<file path="src/rtl/ram256_arbiter.sv">
// Two-port arbiter in front of a single RAM256 macro: grants one requester,
// sequences the RAM access over ACCESS/CAPTURE and returns a one-cycle ack.
module ram256_arbiter #(
    parameter int WSIZE = 1,
    parameter bit FAIR  = 1'b1
) (
    input  logic                 CLK,
    input  logic                 RESETn,
    input  logic                 p0_req,
    input  logic [WSIZE-1:0]     p0_we,
    input  logic [7:0]           p0_addr,
    input  logic [8*WSIZE-1:0]   p0_wdata,
    output logic                 p0_ack,
    output logic [8*WSIZE-1:0]   p0_rdata,
    input  logic                 p1_req,
    input  logic [WSIZE-1:0]     p1_we,
    input  logic [7:0]           p1_addr,
    input  logic [8*WSIZE-1:0]   p1_wdata,
    output logic                 p1_ack,
    output logic [8*WSIZE-1:0]   p1_rdata,
    output logic                 ram_en,
    output logic [WSIZE-1:0]     ram_we,
    output logic [7:0]           ram_a,
    output logic [8*WSIZE-1:0]   ram_di,
    input  logic [8*WSIZE-1:0]   ram_do,
    output logic                 busy,
    output logic                 gnt
);

    typedef enum logic [1:0] {
        ST_IDLE    = 2'd0,
        ST_ACCESS  = 2'd1,
        ST_CAPTURE = 2'd2,
        ST_ACK     = 2'd3
    } state_t;

    state_t               state_r;
    state_t               state_s;
    logic                 last_r;
    logic                 last_s;
    logic [WSIZE-1:0]     cmd_we_r;
    logic [WSIZE-1:0]     cmd_we_s;
    logic                 win_s;
    logic                 gnt_s;
    logic                 busy_s;
    logic                 ram_en_s;
    logic [WSIZE-1:0]     ram_we_s;
    logic [7:0]           ram_a_s;
    logic [8*WSIZE-1:0]   ram_di_s;
    logic                 p0_ack_s;
    logic                 p1_ack_s;
    logic [8*WSIZE-1:0]   p0_rdata_s;
    logic [8*WSIZE-1:0]   p1_rdata_s;

    // Winner selection: with both requesting, round-robin avoids the last owner.
    always_comb begin
        win_s = 1'b0;
        if (p0_req && p1_req) begin
            if (FAIR) begin
                win_s = ~last_r;
            end else begin
                win_s = 1'b0;
            end
        end else if (p1_req) begin
            win_s = 1'b1;
        end else begin
            win_s = 1'b0;
        end
    end

    // Next-state and next-output logic; every output is registered below.
    always_comb begin
        state_s    = state_r;
        last_s     = last_r;
        cmd_we_s   = cmd_we_r;
        gnt_s      = gnt;
        busy_s     = busy;
        ram_en_s   = 1'b0;
        ram_we_s   = {WSIZE{1'b0}};
        ram_a_s    = ram_a;
        ram_di_s   = ram_di;
        p0_ack_s   = 1'b0;
        p1_ack_s   = 1'b0;
        p0_rdata_s = p0_rdata;
        p1_rdata_s = p1_rdata;
        case (state_r)
            ST_IDLE: begin
                if (p0_req || p1_req) begin
                    state_s  = ST_ACCESS;
                    busy_s   = 1'b1;
                    gnt_s    = win_s;
                    last_s   = win_s;
                    ram_en_s = 1'b1;
                    if (win_s) begin
                        ram_we_s = p1_we;
                        cmd_we_s = p1_we;
                        ram_a_s  = p1_addr;
                        ram_di_s = p1_wdata;
                    end else begin
                        ram_we_s = p0_we;
                        cmd_we_s = p0_we;
                        ram_a_s  = p0_addr;
                        ram_di_s = p0_wdata;
                    end
                end else begin
                    state_s = ST_IDLE;
                end
            end
            ST_ACCESS: begin
                state_s = ST_CAPTURE;
            end
            ST_CAPTURE: begin
                state_s  = ST_ACK;
                p0_ack_s = ~gnt;
                p1_ack_s = gnt;
                // Read data is only valid one cycle after the RAM access edge.
                if (cmd_we_r == {WSIZE{1'b0}}) begin
                    if (gnt) begin
                        p1_rdata_s = ram_do;
                    end else begin
                        p0_rdata_s = ram_do;
                    end
                end else begin
                    p0_rdata_s = p0_rdata;
                end
            end
            ST_ACK: begin
                state_s = ST_IDLE;
                busy_s  = 1'b0;
            end
            default: begin
                state_s = ST_IDLE;
                busy_s  = 1'b0;
            end
        endcase
    end

    // State and output registers; reset clears everything except last (=1).
    always_ff @(posedge CLK or negedge RESETn) begin
        if (!RESETn) begin
            state_r  <= ST_IDLE;
            last_r   <= 1'b1;
            cmd_we_r <= {WSIZE{1'b0}};
            gnt      <= 1'b0;
            busy     <= 1'b0;
            ram_en   <= 1'b0;
            ram_we   <= {WSIZE{1'b0}};
            ram_a    <= 8'h00;
            ram_di   <= {(8*WSIZE){1'b0}};
            p0_ack   <= 1'b0;
            p1_ack   <= 1'b0;
            p0_rdata <= {(8*WSIZE){1'b0}};
            p1_rdata <= {(8*WSIZE){1'b0}};
        end else begin
            state_r  <= state_s;
            last_r   <= last_s;
            cmd_we_r <= cmd_we_s;
            gnt      <= gnt_s;
            busy     <= busy_s;
            ram_en   <= ram_en_s;
            ram_we   <= ram_we_s;
            ram_a    <= ram_a_s;
            ram_di   <= ram_di_s;
            p0_ack   <= p0_ack_s;
            p1_ack   <= p1_ack_s;
            p0_rdata <= p0_rdata_s;
            p1_rdata <= p1_rdata_s;
        end
    end

endmodule
</file>
<file path="config.mk">
export PLATFORM = sky130hd
export DESIGN_NAME = ram256_arbiter
export DESIGN_NICKNAME = d
export VERILOG_FILES = /design/src/rtl/ram256_arbiter.sv
export SDC_FILE = /design/constraint.sdc
export NUM_CORES = 1
export LEC_CHECK = 0
export ABC_AREA = 1
export CAP_MARGIN = 10
export CELL_PAD_IN_SITES_DETAIL_PLACEMENT = 2
export CELL_PAD_IN_SITES_GLOBAL_PLACEMENT = 2
export CORE_ASPECT_RATIO = 0.7
export CORE_MARGIN = 4
export CORE_UTILIZATION = 23
export DETAILED_ROUTE_END_ITERATION = 8
export HOLD_SLACK_MARGIN = 0.08
export PLACE_DENSITY_LB_ADDON = 0.1
export SLEW_MARGIN = 20
export SYNTH_ARGS = -nofsm -noshare
export SYNTH_HDL_FRONTEND = slang
export SYNTH_SLANG_ARGS = --single-unit
</file>
<file path="constraint.sdc">
create_clock -name CLK -period 1.6 [get_ports CLK]
set_clock_uncertainty 0.15 [all_clocks]
set_input_delay 0.4 -clock CLK [delete_from_list [all_inputs] [get_ports CLK]]
set_output_delay 0.4 -clock CLK [all_outputs]
set_load 0.01 [all_outputs]
</file>
==> run_results.csv, run 1 <==
group,metric,value,unit
routing,drc_errors,0,
setup_path,path_cells,"dlygate4sd2_1",
die,die_y,85.2,microns
setup_path,rr_worst_depth,7,
global_routing,antenna_found_initial,0,
synth,synth_area_per_cell,8.13,sq um
global_routing,use_met3,5.73,%
placed_design,place_congestion,0.704,
die,die_w,118,microns
cts,cts_tree,"yes",
setup_path,critPathArrivalTime,990,ps
pwr,p_seq_share,33.6,%
cells_and_area,nNetsFinal,388,
synth,synth_top_area_share,52.4,%
die,initial_core_util,24.3,%
routing,drt_pass1_iterations,4,
cts,cts_root_buffer,"clkbuf_16",
hold_path,worstHoldStart,"ram_a[3]",
die,rows,27,
routing,post_drt_via_cell_ratio,4.25,
die,io_pins,84,
pwr,power.density,1770,nW/um^2
setup_path,worstPathRequired,1050,ps
routing,wl_per_cell,15.1,microns
setup_path,path_class,"flop to output port",
setup_path,rr_endpoint,"p0_rdata[1]",
placed_design,dp_hpwl,4.90,mm
job,maxCapViolCount,0,
cts,clk_path_buf_depth,2,
global_routing,grt_pass1_wl,11.0,mm
timing,setup_tns,0,ps
global_routing,grt_max_degree,43,
pwr,swShare,37.2,%
setup_path,critPathBufInv,1,
setup_path,end_kind,"output port",
cts,clk_latency,290,ps
cts,cts_sinks,42,
pwr,ir_drop,0.000507,V
synth,synth_area,1960,sq um
setup_path,cpMaxStageDelayCell,"dfrtp_1",
cts,cts.htree.levels,2,
hold_path,min_path_type,"flop to flop",
pwr,leakage,1.74,nW
global_routing,grt_pass1_vias,2135,
run_status,status,"completed",
setup_path,startpoint_type,"flop",
cells_and_area,fill_cells,904,
global_routing,grt.met2_usage,22.0,%
pwr,p_switching,2.08,mW
timing,relSlewSlack,79.8,%
timing,min_period_over_period,96.0,%
pwr,comb_power_share,44.9,%
die,design.die.area,10100,sq um
timing,fmax,651,MHz
global_routing,grtUsageTotal,13.9,%
global_routing,top_usage_layer,"met2",
global_routing,met1_usage,17.3,%
cells_and_area,area_delta_synth_final,61.5,%
placed_design,portBuffers,83,
synth,ys_top_cells_by_area,"dfrtp_1 (52%), nand2_1 (15%), inv_1 (9.6%), nand3_1 (8.9%), o21ai_0 (4.1%)",
cts,cts_buffers,5,
routing,dr_total_vias,1874,
synth,yosys.cell_types.count,17,
timing,finalMaxSlewViolations,0,
synth,ys_seq_area_share,53.7,%
routing,ant_nets,0,
cells_and_area,antenna_cells,0,
setup_path,slowest_delay,400,ps
cells_and_area,drive_gt1_share,10.6,%
timing,worst_pin_slew,303,ps
timing,setup_viol,0,
pwr,power,5.59,mW
hold_path,whs_path_depth,2,
synth,synthesis.nets,290,
die,core_area,8070,sq um
setup_path,worstPathMaxFanout,2,
pwr,clkPwrFrac,21.5,%
global_routing,grt_overflow,0,
routing,drt_iter0_markers,38,
setup_path,r2r-start,"state_r[0]",
hold_path,holdPathEnd,"ram_a[3]",
synth,synth-seq-cells,42,
synth,ys_warn_count,0,
setup_path,ff2ff_setup_slack,70,ps
timing,hold_violations,0,
routing,wl,6.65,mm
cts,clk_pin_slew,60,ps
pwr,internal_power,3.51,mW
setup_path,cp_top_family,"flip-flops",
synth,syn_inst,241,
timing,period_minus_slack,1540,ps
synth,yosysTopAreaCell,"dfrtp_1",
==> synth_stat cells <==
master	instances
nand2_1	76
inv_1	50
dfrtp_1	41
nand3_1	35
o21ai_0	16
buf_6	4
buf_2	3
ha_1	3
nand2_2	3
buf_4	2
o21ai_1	2
dfstp_2	1
inv_2	1
nand2_4	1
nor2_1	1
nor2_2	1
nor2_4	1
==> per-stage QoR <==
stage               hold slack, ps  util, %  setup WS (ps)  instances  area [sq um]
floorplan                    -45.6        -            246        241          1960
global placement               248     36.7           -275        429          2960
detailed placement             248     36.7           -325        429          2960
CTS                            332     38.6           6.96        439          3120
global route                   350     39.2          -27.1        441          3160
finish                         323     39.2           63.7        441          3160
==> repair_timing <==
| item | 4_1_cts | 5_1_grt |
|---|---|---|
| pin swaps | 1 | 2 |
| setup endpoints to repair | 56 | 16 |
| setup buffers | 1 | 1 |
| hold buffers | 1 | 0 |
| hold endpoints to repair | 41 | 0 |
| gates cloned | 0 | 1 |
| resized for setup | 38 | 8 |
==> layout make-up <==
class	instances	area, sq um	share of cell area [%]
flip-flops and latches	42	1050	33.3
repair buffers	99	938	29.7
multi-input cells	140	682	21.6
inverters	51	191	6.05
clock buffers	7	143	4.51
well taps	101	126	4.00
clock inverters	1	30.0	0.949
==> power groups by stage <==
stage                     logic (mW)  clock network, mW  registers [mW]
after floorplan                0.957                  0            2.10
after global placement          2.61                  0            1.91
after detailed placement        2.71                  0            1.91
after CTS                       2.46               1.22            1.90
after global routing            2.83               1.28            1.97
final                           2.51               1.20            1.88
==> worst max-delay path by stage <==
| stage | slack [ps] | endpoint | cells after the start | startpoint |
|---|---|---|---|---|
| 6_report | 60 | ram_di[3] | 1 | ram_di[3] |
| 5_1_grt | -30 | p0_rdata[1] | 7 | state_r[1] |
| 4_1_cts | 7 | p0_rdata[1] | 7 | state_r[0] |
| 3_5_place_dp | -320 | ram_we | 5 | p0_req |
| 3_3_place_gp | -280 | cmd_we_r | 5 | p0_req |
| 2_1_floorplan | 250 | ram_a[1] | 7 | state_r[0] |
==> layout by cell type (no fill, tap or decap) <==
master / Yosys / routed
buf_12: 0 / 3
inv_2: 1 / 2
clkbuf_8: 0 / 1
buf_2: 3 / 1
bufinv_16: 0 / 1
o21ai_1: 2 / 1
nand3_1: 35 / 35
dfstp_2: 1 / 1
inv_1: 50 / 49
dlygate4sd2_1: 0 / 38
nor2_4: 1 / 2
o21ai_4: 0 / 1
ha_2: 0 / 1
dfrtp_1: 41 / 41
nand2_2: 3 / 2
clkbuf_1: 0 / 1
clkdlybuf4s50_1: 0 / 44
ha_1: 3 / 2
o21ai_0: 16 / 16
nand2_1: 76 / 75
nand2_4: 1 / 4
dlygate4sd3_1: 0 / 1
clkbuf_16: 0 / 5
buf_4: 2 / 12
nor2_1: 1 / 1
==> flip-flops by register name, summed over array words and instances, names as in the netlist, 2 cells and up <==
name / count
ram_a: 8
ram_di: 8
state_r: 2
p0_rdata: 8
p1_rdata: 8
==> logic make-up after synthesis <==
family	after synthesis	share of synthesized area, %
AND/OR/NAND/NOR	118	26.1
adder cells (fa/ha/maj)	3	1.92
flip-flops	42	53.7
AO/OA/AOI/OAI	18	4.60
buffers and inverters	60	13.6
==> routing by layer <==
metal / vias to the layer above / wire length, microns
li1: 918 / -
met1: 907 / 3030
met2: 43 / 3070
met3: 6 / 459
met4: 0 / 78
met5: - / 0
(Power assumes the default switching activity.)
==> inputs of run 2 (changes only) <==
--- a/config.mk
+++ b/config.mk
@@ -19,3 +19,4 @@
 export SYNTH_ARGS = -nofsm -noshare
 export SYNTH_HDL_FRONTEND = slang
 export SYNTH_SLANG_ARGS = --single-unit
+export TNS_END_PERCENT = 10
==> constraint.sdc (replaced) <==
create_clock -name CLK -period 1.6 [get_ports CLK]
set_clock_uncertainty 0.15 [all_clocks]
set_input_delay 0.4 -clock CLK [delete_from_list [all_inputs] [get_ports CLK]]
set_output_delay 0.4 -clock CLK [all_outputs]
set_load 0.02 [all_outputs]
==> run_results.csv, run 2 (same netlist as run 1, synthesis figures left out) <==
group,metric,value,unit
setup_path,worstPathMaxFanout,2,
timing,setup_viol,0,
hold_path,worstHoldStart,"ram_di[2]",
pwr,leakage,1.71,nW
routing,dr_total_vias,1839,
setup_path,r2r-start,"state_r[0]",
setup_path,critPathBufInv,1,
run_status,status,"completed",
setup_path,slowest_delay,400,ps
timing,period_minus_slack,1560,ps
routing,ant_nets,0,
die,die_y,85.2,microns
cts,clk_path_buf_depth,2,
setup_path,rr_endpoint,"p0_rdata[2]",
timing,min_period_over_period,97.4,%
setup_path,worstPathRequired,1050,ps
global_routing,grt_pass1_vias,2128,
die,initial_core_util,24.3,%
global_routing,grt_max_degree,43,
die,io_pins,84,
setup_path,cpMaxStageDelayCell,"dfrtp_1",
cts,cts_tree,"yes",
cells_and_area,antenna_cells,0,
global_routing,met1_usage,17.2,%
routing,drt_pass1_iterations,5,
cells_and_area,area_delta_synth_final,58.4,%
global_routing,grt_pass1_wl,10.8,mm
setup_path,startpoint_type,"flop",
cells_and_area,final_common_cell,"nand2_1",
placed_design,placed_area,2950,sq um
global_routing,grt_overflow,0,
global_routing,grtUsageTotal,13.4,%
timing,worst_pin_slew,270,ps
timing,rsz0062_at_grt,"true",
die,die_w,118,microns
setup_path,rr_worst_depth,7,
global_routing,top_usage_layer,"met2",
cts,cts_buffers,5,
setup_path,path_cells,"dlygate4sd2_1",
routing,wl_per_cell,14.5,microns
pwr,ir_drop,0.000545,V
cells_and_area,layout.cells.most_common_list,"nand2_1 (76), inv_1 (50), clkdlybuf4s50_1 (44)",
cts,clk_latency,280,ps
routing,post_drt_via_cell_ratio,4.20,
setup_path,critPathArrivalTime,1010,ps
setup_path,ff2ff_setup_slack,130,ps
die,design.die.area,10100,sq um
routing,wl,6.36,mm
pwr,power.density,1820,nW/um^2
timing,hold_violations,0,
cts,cts.htree.levels,2,
global_routing,antenna_found_initial,0,
hold_path,min_path_type,"flop to flop",
cts,clk_pin_slew,60,ps
die,rows,27,
die,core_area,8070,sq um
hold_path,whs_path_depth,2,
cells_and_area,fin_area,3100,sq um
timing,finalMaxSlewViolations,0,
global_routing,use_met3,4.53,%
setup_path,end_kind,"output port",
timing,fmax,642,MHz
setup_path,cp_top_family,"flip-flops",
cts,cts_root_buffer,"clkbuf_16",
hold_path,holdPathEnd,"ram_di[2]",
global_routing,grt.met2_usage,22.2,%
timing,relSlewSlack,82.1,%
placed_design,portBuffers,83,
placed_design,dp_hpwl,4.83,mm
cts,cts_sinks,42,
routing,drc_errors,0,
routing,drt_iter0_markers,44,
timing,hold_ws,325,ps
job,maxCapViolCount,0,
cells_and_area,nNetsFinal,385,
cells_and_area,drive_gt1_share,9.50,%
setup_path,path_class,"flop to output port",
placed_design,place_congestion,0.719,
-- run 2: metal layers --
layer	wire, microns	up-vias
met1	2920	881
met2	3010	42
met4	42	0
li1	-	911
met5	0	-
met3	380	5
-- run 2: timing repair --
action / CTS / global route
buffers inserted: 0 / 1
hold buffers: 1 / 0
endpoints found under the setup margin: 56 / 35
hold endpoints to repair: 41 / 0
resized for setup: 39 / 3
pin swaps: 1 / 1
-- run 2: cell type report --
type | instances | area [sq um]
clock buffer | 6 | 139
clock inverter | 2 | 12.5
fill | 925 | 4970
inverter | 51 | 191
multi-input combinational | 139 | 656
sequential | 42 | 1050
tap | 101 | 126
timing repair buffer | 97 | 925
-- run 2: worst max-delay path by stage --
stage / from / end / slack, ps / depth (start not counted)
2_1_floorplan: state_r[0] / ram_a[1] / 250 / 7
3_3_place_gp: p0_req / cmd_we_r / -280 / 5
3_5_place_dp: p0_req / ram_a[5] / -320 / 5
4_1_cts: p0_req / ram_a[5] / -60 / 5
5_1_grt: state_r[0] / p0_rdata[2] / -30 / 7
6_report: ram_a[2] / ram_a[2] / 40 / 1
-- run 2: per-stage QoR --
stage	utilization [%]	setup WS, ps	setup TNS, ps	cells	power [mW]
6_report	38.4	42.2	0	438	5.65
3_3_place_gp	36.6	-282	-5280	428	4.87
3_5_place_dp	36.6	-322	-6080	428	4.96
4_1_cts	38.0	-59.4	-469	437	5.69
5_1_grt	38.4	-33.3	-33.3	438	6.14
2_1_floorplan	-	246	0	241	3.41
-- run 2: where the power goes --
part	switching [mW]	total, mW	internal (mW)
Clock	0.417	1.04	0.618
Sequential	0.279	1.88	1.60
Combinational	1.66	2.74	1.08
Total	2.35	5.65	3.30
